[src/rtl/ins_cache_sa_if.sv]
// Fetch-side and memory-side handshake bundle for the set-associative icache.
// The cache uses the slave view; the fetch unit / memory controller use master.
interface ins_cache_sa_if #(
  parameter int ADDR_W = 17,
  parameter int DATA_W = 32,
  parameter int CNT_W  = 32
);
  logic              en;
  logic              flush_i;
  logic              if_en_i;
  logic [ADDR_W-1:0] if_pc_i;
  logic              if_en_o;
  logic [DATA_W-1:0] if_ins_o;
  logic              mc_en_i;
  logic [DATA_W-1:0] mc_ins_i;
  logic              mc_en_o;
  logic [ADDR_W-1:0] mc_pc_o;
  logic              busy_o;
  logic [CNT_W-1:0]  hit_cnt_o;
  logic [CNT_W-1:0]  miss_cnt_o;

  modport slave (
    input  en, flush_i, if_en_i, if_pc_i, mc_en_i, mc_ins_i,
    output if_en_o, if_ins_o, mc_en_o, mc_pc_o, busy_o, hit_cnt_o, miss_cnt_o
  );

  modport master (
    output en, flush_i, if_en_i, if_pc_i, mc_en_i, mc_ins_i,
    input  if_en_o, if_ins_o, mc_en_o, mc_pc_o, busy_o, hit_cnt_o, miss_cnt_o
  );
endinterface

[src/rtl/ins_cache_sa.sv]
// Set-associative instruction cache with true-LRU age counters, one outstanding
// miss, flush, and hit/miss counters.
module ins_cache_sa #(
  parameter int ADDR_W = 17,
  parameter int DATA_W = 32,
  parameter int SET_W  = 2,
  parameter int WAY_W  = 1,
  parameter int CNT_W  = 32
) (
  input  logic          clk,
  input  logic          rst,
  ins_cache_sa_if.slave bus
);

  localparam int SETS  = 1 << SET_W;
  localparam int WAYS  = 1 << WAY_W;
  localparam int AGE_W = (WAY_W == 0) ? 1 : WAY_W;
  localparam int TAG_W = ADDR_W - SET_W - 2;
  localparam logic [AGE_W-1:0] AGE_MAX = AGE_W'(WAYS - 1);

  typedef enum logic {S_IDLE, S_WAIT} state_t;

  state_t            state_q, state_d;
  logic              valid_q [SETS][WAYS];
  logic              valid_d [SETS][WAYS];
  logic [TAG_W-1:0]  tag_q   [SETS][WAYS];
  logic [TAG_W-1:0]  tag_d   [SETS][WAYS];
  logic [DATA_W-1:0] data_q  [SETS][WAYS];
  logic [DATA_W-1:0] data_d  [SETS][WAYS];
  logic [AGE_W-1:0]  age_q   [SETS][WAYS];
  logic [AGE_W-1:0]  age_d   [SETS][WAYS];
  logic              if_en_q, if_en_d;
  logic [DATA_W-1:0] if_ins_q, if_ins_d;
  logic              mc_en_q, mc_en_d;
  logic [ADDR_W-1:0] mc_pc_q, mc_pc_d;
  logic [CNT_W-1:0]  hit_cnt_q, hit_cnt_d;
  logic [CNT_W-1:0]  miss_cnt_q, miss_cnt_d;

  logic [SET_W-1:0]  req_idx, miss_idx, touch_set;
  logic [TAG_W-1:0]  req_tag, miss_tag;
  logic [AGE_W-1:0]  hit_way, victim, touch_way;
  logic              hit, touch;
  logic              unused_pc_lsbs;

  // mc_pc_q doubles as the latched miss address used by the fill.
  assign req_idx  = bus.if_pc_i[SET_W+1:2];
  assign req_tag  = bus.if_pc_i[ADDR_W-1:SET_W+2];
  assign miss_idx = mc_pc_q[SET_W+1:2];
  assign miss_tag = mc_pc_q[ADDR_W-1:SET_W+2];
  assign unused_pc_lsbs = ^bus.if_pc_i[1:0];

  // Descending scan so the lowest matching way wins.
  always_comb begin
    hit     = 1'b0;
    hit_way = '0;
    for (int w = WAYS - 1; w >= 0; w--) begin
      if (valid_q[req_idx][w] && (tag_q[req_idx][w] == req_tag)) begin
        hit     = 1'b1;
        hit_way = AGE_W'(w);
      end
    end
  end

  // Oldest way by default; any invalid way (lowest first) overrides it.
  always_comb begin
    victim = '0;
    for (int w = 0; w < WAYS; w++) begin
      if (age_q[miss_idx][w] == AGE_MAX) victim = AGE_W'(w);
    end
    for (int w = WAYS - 1; w >= 0; w--) begin
      if (!valid_q[miss_idx][w]) victim = AGE_W'(w);
    end
  end

  always_comb begin
    state_d    = state_q;
    valid_d    = valid_q;
    tag_d      = tag_q;
    data_d     = data_q;
    age_d      = age_q;
    if_en_d    = 1'b0;
    if_ins_d   = if_ins_q;
    mc_en_d    = 1'b0;
    mc_pc_d    = mc_pc_q;
    hit_cnt_d  = hit_cnt_q;
    miss_cnt_d = miss_cnt_q;
    touch      = 1'b0;
    touch_set  = '0;
    touch_way  = '0;
    if (bus.flush_i) begin
      state_d    = S_IDLE;
      hit_cnt_d  = '0;
      miss_cnt_d = '0;
      for (int s = 0; s < SETS; s++) begin
        for (int w = 0; w < WAYS; w++) begin
          valid_d[s][w] = 1'b0;
          age_d[s][w]   = AGE_W'(w);
        end
      end
    end else begin
      case (state_q)
        S_IDLE: begin
          if (bus.if_en_i) begin
            if (hit) begin
              if_en_d   = 1'b1;
              if_ins_d  = data_q[req_idx][hit_way];
              hit_cnt_d = hit_cnt_q + CNT_W'(1);
              touch     = 1'b1;
              touch_set = req_idx;
              touch_way = hit_way;
            end else begin
              mc_en_d    = 1'b1;
              mc_pc_d    = bus.if_pc_i;
              miss_cnt_d = miss_cnt_q + CNT_W'(1);
              state_d    = S_WAIT;
            end
          end
        end
        S_WAIT: begin
          if (bus.mc_en_i) begin
            valid_d[miss_idx][victim] = 1'b1;
            tag_d[miss_idx][victim]   = miss_tag;
            data_d[miss_idx][victim]  = bus.mc_ins_i;
            if_en_d   = 1'b1;
            if_ins_d  = bus.mc_ins_i;
            touch     = 1'b1;
            touch_set = miss_idx;
            touch_way = victim;
            state_d   = S_IDLE;
          end
        end
        default: state_d = S_IDLE;
      endcase
      // Touched way becomes MRU; only younger ways age, keeping a permutation.
      if (touch) begin
        for (int w = 0; w < WAYS; w++) begin
          if (age_q[touch_set][w] < age_q[touch_set][touch_way])
            age_d[touch_set][w] = age_q[touch_set][w] + AGE_W'(1);
        end
        age_d[touch_set][touch_way] = '0;
      end
    end
  end

  always_ff @(posedge clk) begin
    if (rst) begin
      state_q    <= S_IDLE;
      if_en_q    <= 1'b0;
      if_ins_q   <= '0;
      mc_en_q    <= 1'b0;
      mc_pc_q    <= '0;
      hit_cnt_q  <= '0;
      miss_cnt_q <= '0;
      for (int s = 0; s < SETS; s++) begin
        for (int w = 0; w < WAYS; w++) begin
          valid_q[s][w] <= 1'b0;
          age_q[s][w]   <= AGE_W'(w);
        end
      end
    end else if (bus.en) begin
      state_q    <= state_d;
      if_en_q    <= if_en_d;
      if_ins_q   <= if_ins_d;
      mc_en_q    <= mc_en_d;
      mc_pc_q    <= mc_pc_d;
      hit_cnt_q  <= hit_cnt_d;
      miss_cnt_q <= miss_cnt_d;
      valid_q    <= valid_d;
      age_q      <= age_d;
    end
  end

  always_ff @(posedge clk) begin
    if (bus.en) begin
      tag_q  <= tag_d;
      data_q <= data_d;
    end
  end

  assign bus.if_en_o    = if_en_q & bus.en;
  assign bus.if_ins_o   = if_ins_q;
  assign bus.mc_en_o    = mc_en_q & bus.en;
  assign bus.mc_pc_o    = mc_pc_q;
  assign bus.busy_o     = (state_q == S_WAIT);
  assign bus.hit_cnt_o  = hit_cnt_q;
  assign bus.miss_cnt_o = miss_cnt_q;

endmodule

[src/flat_wrapper.sv]
// flat-port wrapper written by rule: the top's interface ports become plain ports
module ins_cache_sa_flat 
#(
  parameter int ADDR_W = 17,
  parameter int DATA_W = 32,
  parameter int SET_W  = 2,
  parameter int WAY_W  = 1,
  parameter int CNT_W  = 32
)
  (clk, rst, bus_en, bus_flush_i, bus_if_en_i, bus_if_pc_i, bus_mc_en_i, bus_mc_ins_i, bus_if_en_o, bus_if_ins_o, bus_mc_en_o, bus_mc_pc_o, bus_busy_o, bus_hit_cnt_o, bus_miss_cnt_o);
  ins_cache_sa_if #(.ADDR_W(ADDR_W), .DATA_W(DATA_W), .CNT_W(CNT_W)) bus_i ();
  input  logic clk;
  input  logic rst;
  input wire logic [$bits(bus_i.en)-1:0] bus_en;
  input wire logic [$bits(bus_i.flush_i)-1:0] bus_flush_i;
  input wire logic [$bits(bus_i.if_en_i)-1:0] bus_if_en_i;
  input wire logic [$bits(bus_i.if_pc_i)-1:0] bus_if_pc_i;
  input wire logic [$bits(bus_i.mc_en_i)-1:0] bus_mc_en_i;
  input wire logic [$bits(bus_i.mc_ins_i)-1:0] bus_mc_ins_i;
  output wire logic [$bits(bus_i.if_en_o)-1:0] bus_if_en_o;
  output wire logic [$bits(bus_i.if_ins_o)-1:0] bus_if_ins_o;
  output wire logic [$bits(bus_i.mc_en_o)-1:0] bus_mc_en_o;
  output wire logic [$bits(bus_i.mc_pc_o)-1:0] bus_mc_pc_o;
  output wire logic [$bits(bus_i.busy_o)-1:0] bus_busy_o;
  output wire logic [$bits(bus_i.hit_cnt_o)-1:0] bus_hit_cnt_o;
  output wire logic [$bits(bus_i.miss_cnt_o)-1:0] bus_miss_cnt_o;
  assign bus_i.en = bus_en;
  assign bus_i.flush_i = bus_flush_i;
  assign bus_i.if_en_i = bus_if_en_i;
  assign bus_i.if_pc_i = bus_if_pc_i;
  assign bus_i.mc_en_i = bus_mc_en_i;
  assign bus_i.mc_ins_i = bus_mc_ins_i;
  assign bus_if_en_o = bus_i.if_en_o;
  assign bus_if_ins_o = bus_i.if_ins_o;
  assign bus_mc_en_o = bus_i.mc_en_o;
  assign bus_mc_pc_o = bus_i.mc_pc_o;
  assign bus_busy_o = bus_i.busy_o;
  assign bus_hit_cnt_o = bus_i.hit_cnt_o;
  assign bus_miss_cnt_o = bus_i.miss_cnt_o;
  ins_cache_sa #(.ADDR_W(ADDR_W), .DATA_W(DATA_W), .SET_W(SET_W), .WAY_W(WAY_W), .CNT_W(CNT_W)) u_core (.clk(clk), .rst(rst), .bus(bus_i));
endmodule
[config.mk]
export PLATFORM = sky130hd
export DESIGN_NAME = ins_cache_sa_flat
export DESIGN_NICKNAME = d
export VERILOG_FILES = /design/src/rtl/ins_cache_sa_if.sv /design/src/rtl/ins_cache_sa.sv /design/src/flat_wrapper.sv
export SDC_FILE = /design/constraint.sdc
export NUM_CORES = 1
export LEC_CHECK = 0
export BUFFER_PORTS_ARGS = -buffer_cell sky130_fd_sc_hd__buf_4
export CORE_MARGIN = 2
export CORE_UTILIZATION = 54
export CTS_CLUSTER_SIZE = 12
export DETAILED_ROUTE_END_ITERATION = 16
export PLACE_DENSITY = 0.76
export SYNTH_ARGS = -nofsm -noshare
export SYNTH_HDL_FRONTEND = slang
export SYNTH_SLANG_ARGS = --single-unit
[constraint.sdc]
create_clock -name clk -period 4.7 [get_ports clk]
set_input_delay 0.47 -clock clk [delete_from_list [all_inputs] [get_ports clk]]
set_output_delay 0.47 -clock clk [all_outputs]
set_load 0.02 [all_outputs]
Word level (Yosys, flattened, before mapping):

Index checks and enable logic that the tools add are counted.

* bitwise gates (word level): 14
* multiplexer cells: 100
* magnitude comparators: 12
* eq/ne operators: 7
* reduce and logical (&&, ||, !) cells: 18
* add/subtract/negate cells: 4

Operators with widths (count)
* $mux W32: 15
* $bwmux W256: 1
* $mux W64: 3
* $bmux W64 S2: 1
* $demux W64 S2: 1
* $bwmux W104: 1
* $mux W8: 11
* $mux W26: 3
* $add A32 B1 Y32 const B: 2
* $pmux W32 S2: 1
* $bmux W26 S2: 1
* $demux W26 S2: 1
* $demux W32 S1: 1
* $mux W1: 29
* $eq A13 B13 Y1: 2
* $mux W2: 13
* $bmux W2 S2: 4
* $bwmux W8: 2
* $demux W2 S2: 4
* $demux W13 S1: 1
* $mux W13: 1
* $reduce_and A4 Y1: 3
* $reduce_and A5 Y1: 2
* $reduce_bool A2 Y1: 5
* 21 further kinds: 47

* word-level logic and storage cells: 194
* flip-flop bits (word level): 492
* input port bits: 55

Logic depth before layout (Yosys ltp):

* word-level depth: 30
* gate-level depth with buffers: 14

Worst setup path after synthesis:

Ideal clock, no wire load.

* kind: register to register
* from: reg u_core.bus.mc_pc_o[3] (netlist name)
* to: reg u_core.data_q[192] (netlist bit) (enable)
* setup slack: -0.473 ns
* cell stages (with the launch flop): 5
* data required time: 4.197 ns
* clock period less this slack: 5.173 ns
* arrival: 4.670 ns
* cell sequence: dfxtp_1 > clkbuf_1 > mux4_2 > nand2b_1 > nor3_1

RTL lines
* to (signal assigned): RTL line ins_cache_sa.sv:176 `data_q <= data_d;`
* to (decl): RTL line ins_cache_sa.sv:28 `logic [DATA_W-1:0] data_q [SETS][WAYS];`

Final worst setup path:

* from: in bus_if_pc_i[2]
* to: reg u_core.age_q[7] (netlist bit)

* longest elaborated chain between the ends: 30
* elaborated cells between the ends (all ways): 65
* classes of those cells: add/sub (2); order compare (6); eq/ne (2); mux (44); bitwise (5); reduce/logical (6)

RTL lines
* from (decl): RTL line flat_wrapper.sv:17 `input wire logic [$bits(bus_i.if_pc_i)-1:0] bus_if_pc_i;`
* $not A2 Y3 (not written as such): RTL line ins_cache_sa.sv:57 `if (valid_q[req_idx][w] && (tag_q[req_idx][w] == req_tag)) begin`
* $bmux W26 S2: RTL line ins_cache_sa.sv:57
* $mux W26 (not written as such) (2 in series): RTL line ins_cache_sa.sv:57
* $eq A13 B13 Y1: RTL line ins_cache_sa.sv:57
* $logic_and A1 B1 Y1: RTL line ins_cache_sa.sv:57
* $mux W1 (2 in series): RTL line ins_cache_sa.sv:57
* $mux W2: RTL line ins_cache_sa.sv:104 `if (hit) begin`
* $mux W2: RTL line ins_cache_sa.sv:103 `if (bus.if_en_i) begin`
* [... 12 more ...]
* $mux W8: RTL line ins_cache_sa.sv:90 `if (bus.flush_i) begin`
* $bwmux W8: RTL line ins_cache_sa.sv:138 `age_d[touch_set][w] = age_q[touch_set][w] + AGE_W'(1);`
* $mux W8: RTL line ins_cache_sa.sv:137 `if (age_q[touch_set][w] < age_q[touch_set][touch_way])`
* $mux W8: RTL line ins_cache_sa.sv:135 `if (touch) begin`
* $mux W8: RTL line ins_cache_sa.sv:90
* $and A8 B8 Y8 (no source line)
* $mux W8: RTL line ins_cache_sa.sv:135
* $mux W8: RTL line ins_cache_sa.sv:90
* to (signal, indexed assignment): RTL line ins_cache_sa.sv:157 `age_q[s][w] <= AGE_W'(w);`
* to (signal assigned): RTL line ins_cache_sa.sv:169 `age_q <= age_d;`
* to (decl): RTL line ins_cache_sa.sv:30 `logic [AGE_W-1:0] age_q [SETS][WAYS];`

Parallel ways exist; a longest one is shown, timed or not. The select of a mux whose other input is x is not followed.
A chain may end at the register's enable or synchronous reset.

==> run_results.csv <==
group,metric,value,unit
clock_network,cts_post_setup_buffers_inserted,0,
clock_network,cts_hold_buf,0,
min_path,hold_depth,1,
die,start_util,54.4,%
routing,wirelength_met1,17900,microns
synth,async_flop_share,0,%
setup_path,reg2reg_setup_slack,1.39,ns
global_routing,grt_pass1_wl,67600,microns
synth,synth_seq_cells,492,
sta,fin_skew,0.0181,ns
setup_path,crit_chain,"buf_6 -> mux4_2 -> xnor2_1 -> nand4_1 -> a2111oi_2 -> a21oi_2 -> o31ai_4 -> buf_4 -> and2_1 -> a211oi_1 -> o32ai_1",
setup_path,cpPeakStageDelay,0.63,ns
clock_network,clk_pin_slew,0.06,ns
final_layout,antennaDiodeCount,0,
synth,yosys.cell_types.count,60,
setup_path,reg2reg_depth,10,
setup_path,crit_arrival,4.05,ns
place,postPlaceCellArea,0.0217,sq mm
sta,rsz0062_at_grt,"no",
final_layout,fin_nets,1568,
synth,synthFlopType,"edfxtp_1",
setup_path,cp_max_fo,57,
sta,setup_viol,0,
routing,drc,0,
sta,clock.fmax,0.279,GHz
sta,hold_violations,0,
setup_path,r2r-start,"u_core.tag_q[3]$_DFFE_PP_",
final_layout,stdcell_area,0.0233,sq mm
pwr,power.leakage,0.00767,uW
die,core,0.0364,sq mm
synth,synth-edff-count,360,
setup_path,start_kind,"input port",
final_layout,drive_above_1_share,24.1,%
clock_network,cts_tree,"done",
min_path,min_path_type,"input port to register",
pwr,pwr_density_cell,382,mW/mm^2
global_routing,grt_pass1_vias,11800,
sta,final-max-slew-violation-count,0,
run,cap_violations,0,
routing,via_count,11900,
clock_network,clockBufferDepth,3,
final_layout,post-route-util,63.9,%
die,die_area,0.0383,sq mm
place,post-dp-hpwl,25600,microns
routing,first_pass_iters,5,
sta,tightest_slew,0.985,ns
sta,tns,0,ns
synth,synth_top_area_cell,"edfxtp_1",
routing,wl,43100,microns
min_path,min_to,"u_core.data_q[176]$_DFFE_PP_",
synth,yosysSeqAreaShare,67.8,%
die,pin_count,171,
clock_network,cts_resized,0,
synth,syn_inst,1336,
die,die_w,196,microns
pwr,ir_drop,0.313,mV
clock_network,cts.sinks,492,
clock_network,clockRootBuffer,"clkbuf_16",
synth,synth_top_area_share,54.5,%
clock_network,cts_htree_levels,2,
place,dp.cells,1927,
setup_path,setup.worst_path.class,"input port to register",
synth,ys_warn_count,0,
setup_path,worstPathRequired,5.17,ns
routing,wl_per_cell,21.4,microns
min_path,hold_start,"bus_mc_ins_i[16]",
sta,min_period,3.59,ns
clock_network,numCtsBuffers,50,
global_routing,grt.total_usage,22.8,%
routing,drtIter0Drc,832,
setup_path,r2r_end,"u_core.age_q[7]$_SDFFE_PP0P_",
run_status,status,"finished, final reports clean",
global_routing,grt-ovfl-total,0,
place,gp_congestion,0.884,
routing,top_layer_used,"met5",
synth,syn_area,0.0198,sq mm
die,row_count,70,
setup_path,crit_family,"compound AO/OA/AOI/OAI gates",
setup_path,critPathSlowestCell,"a2111oi_2",
sta,period_share,76.3,%
setup_path,critPathCaptureType,"register",
routing,route.met2.wl,21000,microns
final_layout,syn_to_final_growth,17.4,%
place,portBuffers,170,
clock_network,clk_latency,0.58,ns
synth,synth_area_leaders,"edfxtp_1, dfxtp_1, mux4_2",
global_routing,grt_max_degree,69,
die,die_y,196,microns
synth,syn_nets,1393,
final_layout,final_cells,2020,
routing,drtAntennaViolNets,0,
routing,viasPerCell,5.89,
sta,max_slew_margin,34.4,%
synth,avgSynthCellArea,14.8,sq um
setup_path,crit_buf_inv,2,
routing,dr_wl_met3,3410,microns
final_layout,n_fill_cell,2593,
global_routing,grt_antenna_before_repair,1,
## stage by stage
stage,total power (uW),hold WS [ns],worst slack (ns)
after floorplan,5030,0.420,0.693
after global placement,5180,0.438,0.666
after detailed placement,5190,0.445,0.573
after CTS,8980,0.104,1.10
after global routing,9180,0.121,0.848
final,8900,0.130,1.11
## cells by family (layout without fill, tap and decap cells)
family	Yosys count	in the layout	synth area share, %
compound gates	135	135	4.06
xor+xnor	81	81	3.58
fa+ha+maj	2	2	0.126
buf+inv	85	301	1.99
flops	492	492	67.8
mux	151	151	13.2
simple gates	390	390	9.19
## final cells by class
class	count	area (sq um)	area share (%)
inverter	13	48.8	0.210
clock buffer	82	1440	6.19
tap	468	586	2.51
clock inverter	11	150	0.645
sequential	492	13500	57.8
timing repair buffer	195	1530	6.57
multi-input combinational	759	6080	26.1
## cells in the mapped netlist (3+ instances only)
cell type	number
a21oi_1	47
and2_1	6
and3_1	12
and4_1	4
buf_2	9
buf_4	11
buf_6	3
clkbuf_1	47
dfxtp_1	132
edfxtp_1	360
inv_1	13
mux2i_1	60
mux4_2	89
nand2_1	142
nand2b_1	11
nand3_1	28
nand3b_1	3
nand4_1	16
nor2_1	106
nor3_1	24
nor3b_1	7
nor4_1	8
nor4b_1	4
o21ai_0	17
o21ai_1	39
o22ai_1	3
o32ai_1	3
or3_1	4
or4_1	6
xnor2_1	64
xor2_1	17
## routing by layer
layer | up-vias | GRT usage (%)
li1 | 5402 | -
met1 | 5930 | 32.0
met2 | 504 | 37.7
met3 | 65 | 3.64
met4 | 2 | 6.14
met5 | - | 0
## registers in the layout, indices dropped and copies added, names as in the netlist
name and cells:
u_core.age_q 8, u_core.bus.busy_o 1, u_core.bus.hit_cnt_o 32, u_core.bus.if_ins_o 32, u_core.bus.mc_pc_o 17, u_core.bus.miss_cnt_o 32, u_core.data_q 256, u_core.if_en_q 1
u_core.mc_en_q 1, u_core.tag_q 104, u_core.valid_q 8
## power by group
| group | leakage (uW) | switching (uW) | internal, uW |
|---|---|---|---|
| combinational | 0.00258 | 246 | 167 |
| sequential | 0.00432 | 18.2 | 4660 |
| clock | 0.000767 | 1590 | 2220 |
| total | 0.00767 | 1860 | 7040 |
## layout by cell type, fill, tap and decap left out, types with 4 or more instances in the layout
cell       count
edfxtp_1     360
buf_4        189
nand2_1      142
dfxtp_1      131
nor2_1       100
mux4_2        89
xnor2_1       64
mux2i_1       60
clkbuf_16     50
a21oi_1       46
o21ai_1       38
nand3_1       28
clkbuf_1      25
nor3_1        21
o21ai_0       17
xor2_1        17
nand4_1       16
inv_1         13
and3_1        12
nand2b_1      11
nor4_1         8
nor3b_1        7
clkbuf_8       7
nor2_4         6
or4_1          6
and2_1         5
buf_12         5
or3_1          4
and4_1         4
nor4b_1        4
## worst max path at each step
stage / startpoint / endpoint / slack [ns] / depth (start not counted)
6_report: bus_if_pc_i[2] / u_core.age_q[7]$_SDFFE_PP0P_ / 1.11 / 11
3_5_place_dp: bus_if_pc_i[2] / u_core.age_q[7]$_SDFFE_PP0P_ / 0.57 / 11
4_1_cts: bus_if_pc_i[2] / u_core.age_q[7]$_SDFFE_PP0P_ / 1.10 / 11
3_3_place_gp: bus_if_pc_i[2] / u_core.age_q[0]$_SDFFE_PP1P_ / 0.67 / 10
5_1_grt: bus_if_pc_i[2] / u_core.age_q[0]$_SDFFE_PP1P_ / 0.85 / 10
2_1_floorplan: u_core.bus.mc_pc_o[3]$_SDFFE_PP0P_ / u_core.data_q[128]$_DFFE_PP_ / 0.69 / 4
No activity file was read; power rests on OpenSTA's default activity.
